### config.mk
export PLATFORM = sky130hd
export DESIGN_NAME = alu_mdu
export DESIGN_NICKNAME = d
export VERILOG_FILES = /design/src/rtl/alu_mdu.sv
export SDC_FILE = /design/constraint.sdc
export NUM_CORES = 2
export LEC_CHECK = 0
export ABC_CLOCK_PERIOD_IN_PS = 7000
export CORE_MARGIN = 5
export CORE_UTILIZATION = 38
export DETAILED_ROUTE_END_ITERATION = 6
export PLACE_DENSITY = 0.57
export SETUP_SLACK_MARGIN = 0.05
export SYNTH_ARGS = -nofsm -noshare
export SYNTH_HDL_FRONTEND = slang
export SYNTH_SLANG_ARGS = --single-unit
### constraint.sdc
create_clock -name clk -period 7 [get_ports clk]
set_input_delay 1.4 -clock clk [delete_from_list [all_inputs] [get_ports clk]]
set_output_delay 1.4 -clock clk [all_outputs]
set_load 0.03 [all_outputs]
### src/rtl/alu_mdu.sv
// Single-cycle ALU plus an iterative multiply/divide unit with HI/LO registers.
// Multiply is shift-add and divide is restoring, one bit per cycle for WIDTH cycles.
module alu_mdu #(
  parameter int unsigned WIDTH = 32,
  parameter int unsigned SHW   = 5
) (
  input  logic             clk,
  input  logic             rst_n,
  input  logic [WIDTH-1:0] busA,
  input  logic [WIDTH-1:0] busB,
  input  logic [4:0]       ALUctr,
  input  logic [SHW-1:0]   shamt,
  input  logic             start,
  output logic [WIDTH-1:0] Result,
  output logic             Zero,
  output logic             busy,
  output logic             done,
  output logic [WIDTH-1:0] hi,
  output logic [WIDTH-1:0] lo
);

  localparam logic [4:0] OpAdd   = 5'b00000;
  localparam logic [4:0] OpSub   = 5'b00001;
  localparam logic [4:0] OpSlt   = 5'b00010;
  localparam logic [4:0] OpAnd   = 5'b00011;
  localparam logic [4:0] OpNor   = 5'b00100;
  localparam logic [4:0] OpOr    = 5'b00101;
  localparam logic [4:0] OpXor   = 5'b00110;
  localparam logic [4:0] OpSll   = 5'b00111;
  localparam logic [4:0] OpSrl   = 5'b01000;
  localparam logic [4:0] OpSltu  = 5'b01001;
  localparam logic [4:0] OpSllv  = 5'b01100;
  localparam logic [4:0] OpSra   = 5'b01101;
  localparam logic [4:0] OpSrav  = 5'b01110;
  localparam logic [4:0] OpSrlv  = 5'b01111;
  localparam logic [4:0] OpLui   = 5'b10000;
  localparam logic [4:0] OpMult  = 5'b10001;
  localparam logic [4:0] OpMultu = 5'b10010;
  localparam logic [4:0] OpDiv   = 5'b10011;
  localparam logic [4:0] OpDivu  = 5'b10100;
  localparam logic [4:0] OpMfhi  = 5'b10101;
  localparam logic [4:0] OpMflo  = 5'b10110;
  localparam logic [4:0] OpMthi  = 5'b10111;
  localparam logic [4:0] OpMtlo  = 5'b11000;

  localparam logic [SHW-1:0] LastCnt = SHW'(WIDTH - 1);

  typedef enum logic [1:0] {StIdle, StMul, StDiv, StDone} state_e;

  state_e               state_q;
  logic                 busy_q, done_q;
  logic [SHW-1:0]       cnt_q;
  logic [WIDTH-1:0]     opnd_q, dvd_q, hi_q, lo_q;
  logic [2*WIDTH-1:0]   work_q;
  logic                 neg_q, neg_rem_q;

  logic                 is_mul, is_div, signed_op, a_neg, b_neg;
  logic [WIDTH-1:0]     a_abs, b_abs;
  logic [WIDTH:0]       mul_sum, r_shift, diff;
  logic [2*WIDTH-1:0]   mul_next, div_next, prod_fix;
  logic [WIDTH-1:0]     quot_fix, rem_fix;

  assign is_mul    = (ALUctr == OpMult) || (ALUctr == OpMultu);
  assign is_div    = (ALUctr == OpDiv) || (ALUctr == OpDivu);
  assign signed_op = (ALUctr == OpMult) || (ALUctr == OpDiv);
  assign a_neg     = signed_op & busA[WIDTH-1];
  assign b_neg     = signed_op & busB[WIDTH-1];
  assign a_abs     = a_neg ? -busA : busA;
  assign b_abs     = b_neg ? -busB : busB;

  // work_q holds {acc, multiplier} for MUL and {remainder, quotient} for DIV.
  always_comb begin
    mul_sum  = {1'b0, work_q[2*WIDTH-1:WIDTH]} + (work_q[0] ? {1'b0, opnd_q} : '0);
    mul_next = {mul_sum, work_q[WIDTH-1:1]};
    r_shift  = {work_q[2*WIDTH-1:WIDTH], work_q[WIDTH-1]};
    diff     = r_shift - {1'b0, opnd_q};
    div_next = diff[WIDTH] ? {r_shift[WIDTH-1:0], work_q[WIDTH-2:0], 1'b0}
                           : {diff[WIDTH-1:0], work_q[WIDTH-2:0], 1'b1};
    prod_fix = neg_q ? -mul_next : mul_next;
    quot_fix = neg_q ? -div_next[WIDTH-1:0] : div_next[WIDTH-1:0];
    rem_fix  = neg_rem_q ? -div_next[2*WIDTH-1:WIDTH] : div_next[2*WIDTH-1:WIDTH];
  end

  always_ff @(posedge clk) begin
    if (!rst_n) begin
      state_q   <= StIdle;
      busy_q    <= 1'b0;
      done_q    <= 1'b0;
      cnt_q     <= '0;
      opnd_q    <= '0;
      dvd_q     <= '0;
      work_q    <= '0;
      neg_q     <= 1'b0;
      neg_rem_q <= 1'b0;
      hi_q      <= '0;
      lo_q      <= '0;
    end else begin
      case (state_q)
        StIdle, StDone: begin
          state_q <= StIdle;
          busy_q  <= 1'b0;
          done_q  <= 1'b0;
          if (start && (is_mul || is_div)) begin
            state_q   <= is_mul ? StMul : StDiv;
            busy_q    <= 1'b1;
            cnt_q     <= '0;
            opnd_q    <= is_mul ? a_abs : b_abs;
            work_q    <= is_mul ? {{WIDTH{1'b0}}, b_abs} : {{WIDTH{1'b0}}, a_abs};
            dvd_q     <= busA;
            neg_q     <= a_neg ^ b_neg;
            neg_rem_q <= a_neg;
          end else if (start && ALUctr == OpMthi) begin
            hi_q <= busA;
          end else if (start && ALUctr == OpMtlo) begin
            lo_q <= busA;
          end
        end
        StMul: begin
          work_q <= mul_next;
          cnt_q  <= cnt_q + SHW'(1);
          if (cnt_q == LastCnt) begin
            {hi_q, lo_q} <= prod_fix;
            state_q      <= StDone;
            busy_q       <= 1'b0;
            done_q       <= 1'b1;
          end
        end
        StDiv: begin
          work_q <= div_next;
          cnt_q  <= cnt_q + SHW'(1);
          if (cnt_q == LastCnt) begin
            // A zero divisor bypasses the sign fix-up: HI gets the raw dividend.
            if (opnd_q == '0) begin
              hi_q <= dvd_q;
              lo_q <= '1;
            end else begin
              hi_q <= rem_fix;
              lo_q <= quot_fix;
            end
            state_q <= StDone;
            busy_q  <= 1'b0;
            done_q  <= 1'b1;
          end
        end
        default: begin
          state_q <= StIdle;
          busy_q  <= 1'b0;
          done_q  <= 1'b0;
        end
      endcase
    end
  end

  always_comb begin
    Result = '0;
    case (ALUctr)
      OpAdd:  Result = busA + busB;
      OpSub:  Result = busA - busB;
      OpAnd:  Result = busA & busB;
      OpNor:  Result = ~(busA | busB);
      OpOr:   Result = busA | busB;
      OpXor:  Result = busA ^ busB;
      OpSlt:  Result = {{(WIDTH-1){1'b0}}, $signed(busA) < $signed(busB)};
      OpSltu: Result = {{(WIDTH-1){1'b0}}, busA < busB};
      OpSll:  Result = busB << shamt;
      OpSrl:  Result = busB >> shamt;
      OpSra:  Result = $signed(busB) >>> shamt;
      OpSllv: Result = busB << busA[SHW-1:0];
      OpSrlv: Result = busB >> busA[SHW-1:0];
      OpSrav: Result = $signed(busB) >>> busA[SHW-1:0];
      OpLui:  Result = busB << (WIDTH / 2);
      OpMfhi: Result = hi_q;
      OpMflo: Result = lo_q;
      default: Result = '0;
    endcase
  end

  assign Zero = (Result == '0);
  assign busy = busy_q;
  assign done = done_q;
  assign hi   = hi_q;
  assign lo   = lo_q;

endmodule

==> results.py <==
metrics = {
    "setup_path": {
        "timing_worst_setup_path_type": "in2out",
        "crit_path_end": "Zero",
        "timing.rr.start": "work_q[31]$_SDFFE_PN0P_",
        "crit_fanout": 7,
        "critical_path.reg2reg.endpoint": "hi[12]$_SDFFE_PN0P_",
        "ff2ff_path_depth": 17,
        "regToRegSetupSlack_ps": 1110,
        "worstSetupEndpointType": "output port",
        "worst-endpoint-required_ps": 5600,
        "crit_path_start": "busA[14]",
        "critical_path_arrival_ps": 5650,
        "worst_setup_path_start_kind": "input pin",
    },
    "clock_network": {
        "cts_tree": "yes",
        "clock_sinks": 203,
        "clock_tree.htree_level_count": 1,
        "number_of_buffers_on_the_longest_clock_path": 3,
        "hold_buffers": 0,
        "clock_latency_ps": 580,
        "ctsRootBufferMaster": "sky130_fd_sc_hd__clkbuf_16",
        "clk_pin_slew_worst_paths_ps": 70,
        "cts_made_buffers": 23,
    },
    "synthesis": {
        "ys_seq_area_frac": 0.131,
        "postSynth.topFlopCell": "sky130_fd_sc_hd__dfxtp_1",
        "combined_area_of_all_synthesized_cells_mm2": 0.0311,
        "syn-num-nets": 4880,
        "ys.warnings.count": 0,
        "synth_cell_type_count": 97,
        "yosys_reg_bits": 203,
        "netlist_top_cells_area": "sky130_fd_sc_hd__dfxtp_1, sky130_fd_sc_hd__a21oi_1, sky130_fd_sc_hd__ha_1, sky130_fd_sc_hd__nand2_1, sky130_fd_sc_hd__nor2_1",
        "synth_commonest_cells": "sky130_fd_sc_hd__nand2_1, sky130_fd_sc_hd__nor2_1, sky130_fd_sc_hd__a21oi_1",
        "ys_async_sr_fraction": 0,
        "synth.largest_area_cell": "sky130_fd_sc_hd__dfxtp_1",
        "synth_enable_flop_cells": 0,
        "synth.avg_cell_area_um2": 6.72,
        "post-synth-top-count-cell": "sky130_fd_sc_hd__nand2_1",
        "synth_top_area_frac": 0.131,
        "post_synth_inst_count": 4630,
    },
    "global_route": {
        "globalRoute.totalOverflow": 0,
        "grt_pass1_wl_um": 307000,
        "grt_pass1_vias": 41400,
        "grtUsageTotal": 0.480,
        "initial_antenna_violation_count": 24,
        "pin_count_of_the_biggest_net_entering_global_routing": 75,
    },
    "routing": {
        "via_count": 44500,
        "drt-initial-drc-count": 6430,
        "vias_per_inst": 6.70,
        "finalWirelength_um": 220000,
        "route.detailed.drc": 6,
        "routed_wire_length_per_instance_um": 33.1,
        "postRouteAntennaNets": 0,
        "firstDrtPassIters": 7,
    },
    "cells_and_area": {
        "area_delta_synth_final_pct": 41.2,
        "final_net_count": 5792,
        "drive_gt1_frac": 0.264,
        "fillers": 8164,
        "multi_input_area_mm2": 0.0261,
        "sequential_cell_area_mm2": 0.00407,
    },
    "die": {
        "io_pins": 176,
        "placeableCoreArea_mm2": 0.0816,
        "fp.dieW_um": 296,
        "floorplan.die_area_mm2": 0.0877,
        "die_h_um": 296,
        "starting_density_of_the_core": 0.381,
        "placementRows": 105,
    },
    "placed_design": {
        "place.port_buffers": 175,
        "place.detailed.hpwl_um": 176000,
        "gp_routability_congestion": 1.10,
    },
    "hold_path": {
        "timing.hold.worst.start": "dvd_q[18]$_SDFFE_PN0P_",
        "worst_hold_path_type": "reg2reg",
    },
    "timing": {
        "tns_ps": -53.8,
        "holdWs_ps": 457,
        "timing.final.crit_period_ps": 7050,
        "hold_viol": 0,
        "layout_worst_path_cycle_share": 1.01,
        "slew_headroom": 0.00346,
        "final.setup_skew_ps": 46.6,
        "layout_setup_ws_ps": -53.8,
        "fmax_mhz": 142,
        "worst_slew_pin_slew_ps": 1480,
        "maxSlewViolCount": 0,
        "setup_viol": 1,
        "rsz0062_at_grt": "yes",
    },
    "job": {
        "drv_cap": 1,
    },
    "power_and_ir_drop": {
        "power.static_leakage_nw": 18.4,
        "powerDensity_mw_per_mm2": 263,
        "worst_ir_drop_vdd_v": 0.000826,
    },
    "status": {
        "failed_checks": "DRC, capacitance limit, setup timing",
        "outcome": "finished, violations left",
    },
}
-- stage by stage --
step / util / area, um2 / setup WS [ps] / total power [mW] / instances
after floorplan: - / 31100 / 62.9 / 6.20 / 4630
after global placement: 0.503 / 41000 / -690 / 9.56 / 6498
after detailed placement: 0.503 / 41000 / -781 / 9.58 / 6498
after CTS: 0.534 / 43600 / -5.15 / 11.1 / 6615
after global routing: 0.538 / 43900 / -146 / 11.9 / 6628
final: 0.539 / 43900 / -53.8 / 11.5 / 6646
-- report_power, final --
group | total (mW) | switching [mW] | internal [mW]
combinational | 8.02 | 5.17 | 2.85
sequential | 2.17 | 0.716 | 1.46
clock | 1.35 | 0.559 | 0.787
total | 11.5 | 6.44 | 5.10
-- sequential cells by signal (all words and copies together) (netlist names), 2 cells and up --
register,count
hi,32
opnd_q,32
state_q,2
dvd_q,32
work_q,64
cnt_q,5
lo,32
-- worst min-delay path by stage --
stage / end / slack, ps / cells after the start
2_1_floorplan: cnt_q[3]$_SDFFE_PN0P_ / 420 / 1
3_3_place_gp: dvd_q[0]$_SDFFE_PN0P_ / 440 / 2
3_5_place_dp: dvd_q[28]$_SDFFE_PN0P_ / 450 / 2
4_1_cts: dvd_q[28]$_SDFFE_PN0P_ / 460 / 2
5_1_grt: dvd_q[15]$_SDFFE_PN0P_ / 480 / 2
6_report: dvd_q[18]$_SDFFE_PN0P_ / 460 / 2
-- repair_timing --
item                                    in CTS  in global routing
pin swaps                                   71                 30
buffers inserted                            75                 12
gates resized for setup                    303                 53
endpoints found under the hold margin        0                  0
endpoints found under the setup margin       2                  2
gates cloned                                 1                  0
-- cells in the final DEF, fill, tap and decap left out, types with 79 or more instances in the layout --
cell / netlist / layout
sky130_fd_sc_hd__a211oi_1: 210 / 199
sky130_fd_sc_hd__a21oi_1: 430 / 414
sky130_fd_sc_hd__a221oi_1: 105 / 100
sky130_fd_sc_hd__a22oi_1: 120 / 118
sky130_fd_sc_hd__buf_4: 0 / 1036
sky130_fd_sc_hd__clkdlybuf4s50_1: 0 / 102
sky130_fd_sc_hd__dfxtp_1: 203 / 202
sky130_fd_sc_hd__ha_1: 169 / 143
sky130_fd_sc_hd__inv_1: 148 / 138
sky130_fd_sc_hd__mux2i_1: 98 / 94
sky130_fd_sc_hd__nand2_1: 534 / 530
sky130_fd_sc_hd__nand2b_1: 91 / 89
sky130_fd_sc_hd__nand3_1: 112 / 102
sky130_fd_sc_hd__nor2_1: 458 / 443
sky130_fd_sc_hd__nor3_1: 93 / 79
sky130_fd_sc_hd__o21ai_0: 284 / 266
sky130_fd_sc_hd__xnor2_1: 175 / 174
-- metal layers --
metal  GRT usage  routed length, um
met2       0.720              91100
met1       0.562              78300
met4       0.405              24900
met5           0                 44
met3       0.142              25800
-- cell families after synthesis --
kind of cell	after synthesis	share of synthesized area
compound gates	1740	0.378
simple gates	1585	0.237
buf+inv	558	0.0688
xor+xnor	242	0.0681
flops	203	0.131
fa+ha+maj	173	0.0705
mux	129	0.0464
-- final cells by class --
class                   instances  area share
clock inverters                12     0.00407
clock buffers                  29      0.0143
flip-flops and latches        203      0.0925
diodes                         18     0.00103
multi-input cells            3869       0.594
inverters                     156      0.0136
repair buffers               1289       0.250
well taps                    1070      0.0305
-- critical path, stage by stage --
cell and delay [ps]:
sky130_fd_sc_hd__clkdlybuf4s50_1 570, sky130_fd_sc_hd__inv_1 190, sky130_fd_sc_hd__ha_4 380, sky130_fd_sc_hd__nor2_1 80, sky130_fd_sc_hd__and4_1 240, sky130_fd_sc_hd__a21oi_2 180, sky130_fd_sc_hd__buf_4 140, sky130_fd_sc_hd__o21ai_1 80
sky130_fd_sc_hd__a311oi_2 430, sky130_fd_sc_hd__a2bb2oi_2 120, sky130_fd_sc_hd__buf_4 160, sky130_fd_sc_hd__a221o_1 330, sky130_fd_sc_hd__o21ai_1 100, sky130_fd_sc_hd__o2111ai_1 120, sky130_fd_sc_hd__buf_4 150, sky130_fd_sc_hd__or4_4 580
sky130_fd_sc_hd__nor3_4 240, sky130_fd_sc_hd__buf_12 150
(Power assumes the default switching activity.)
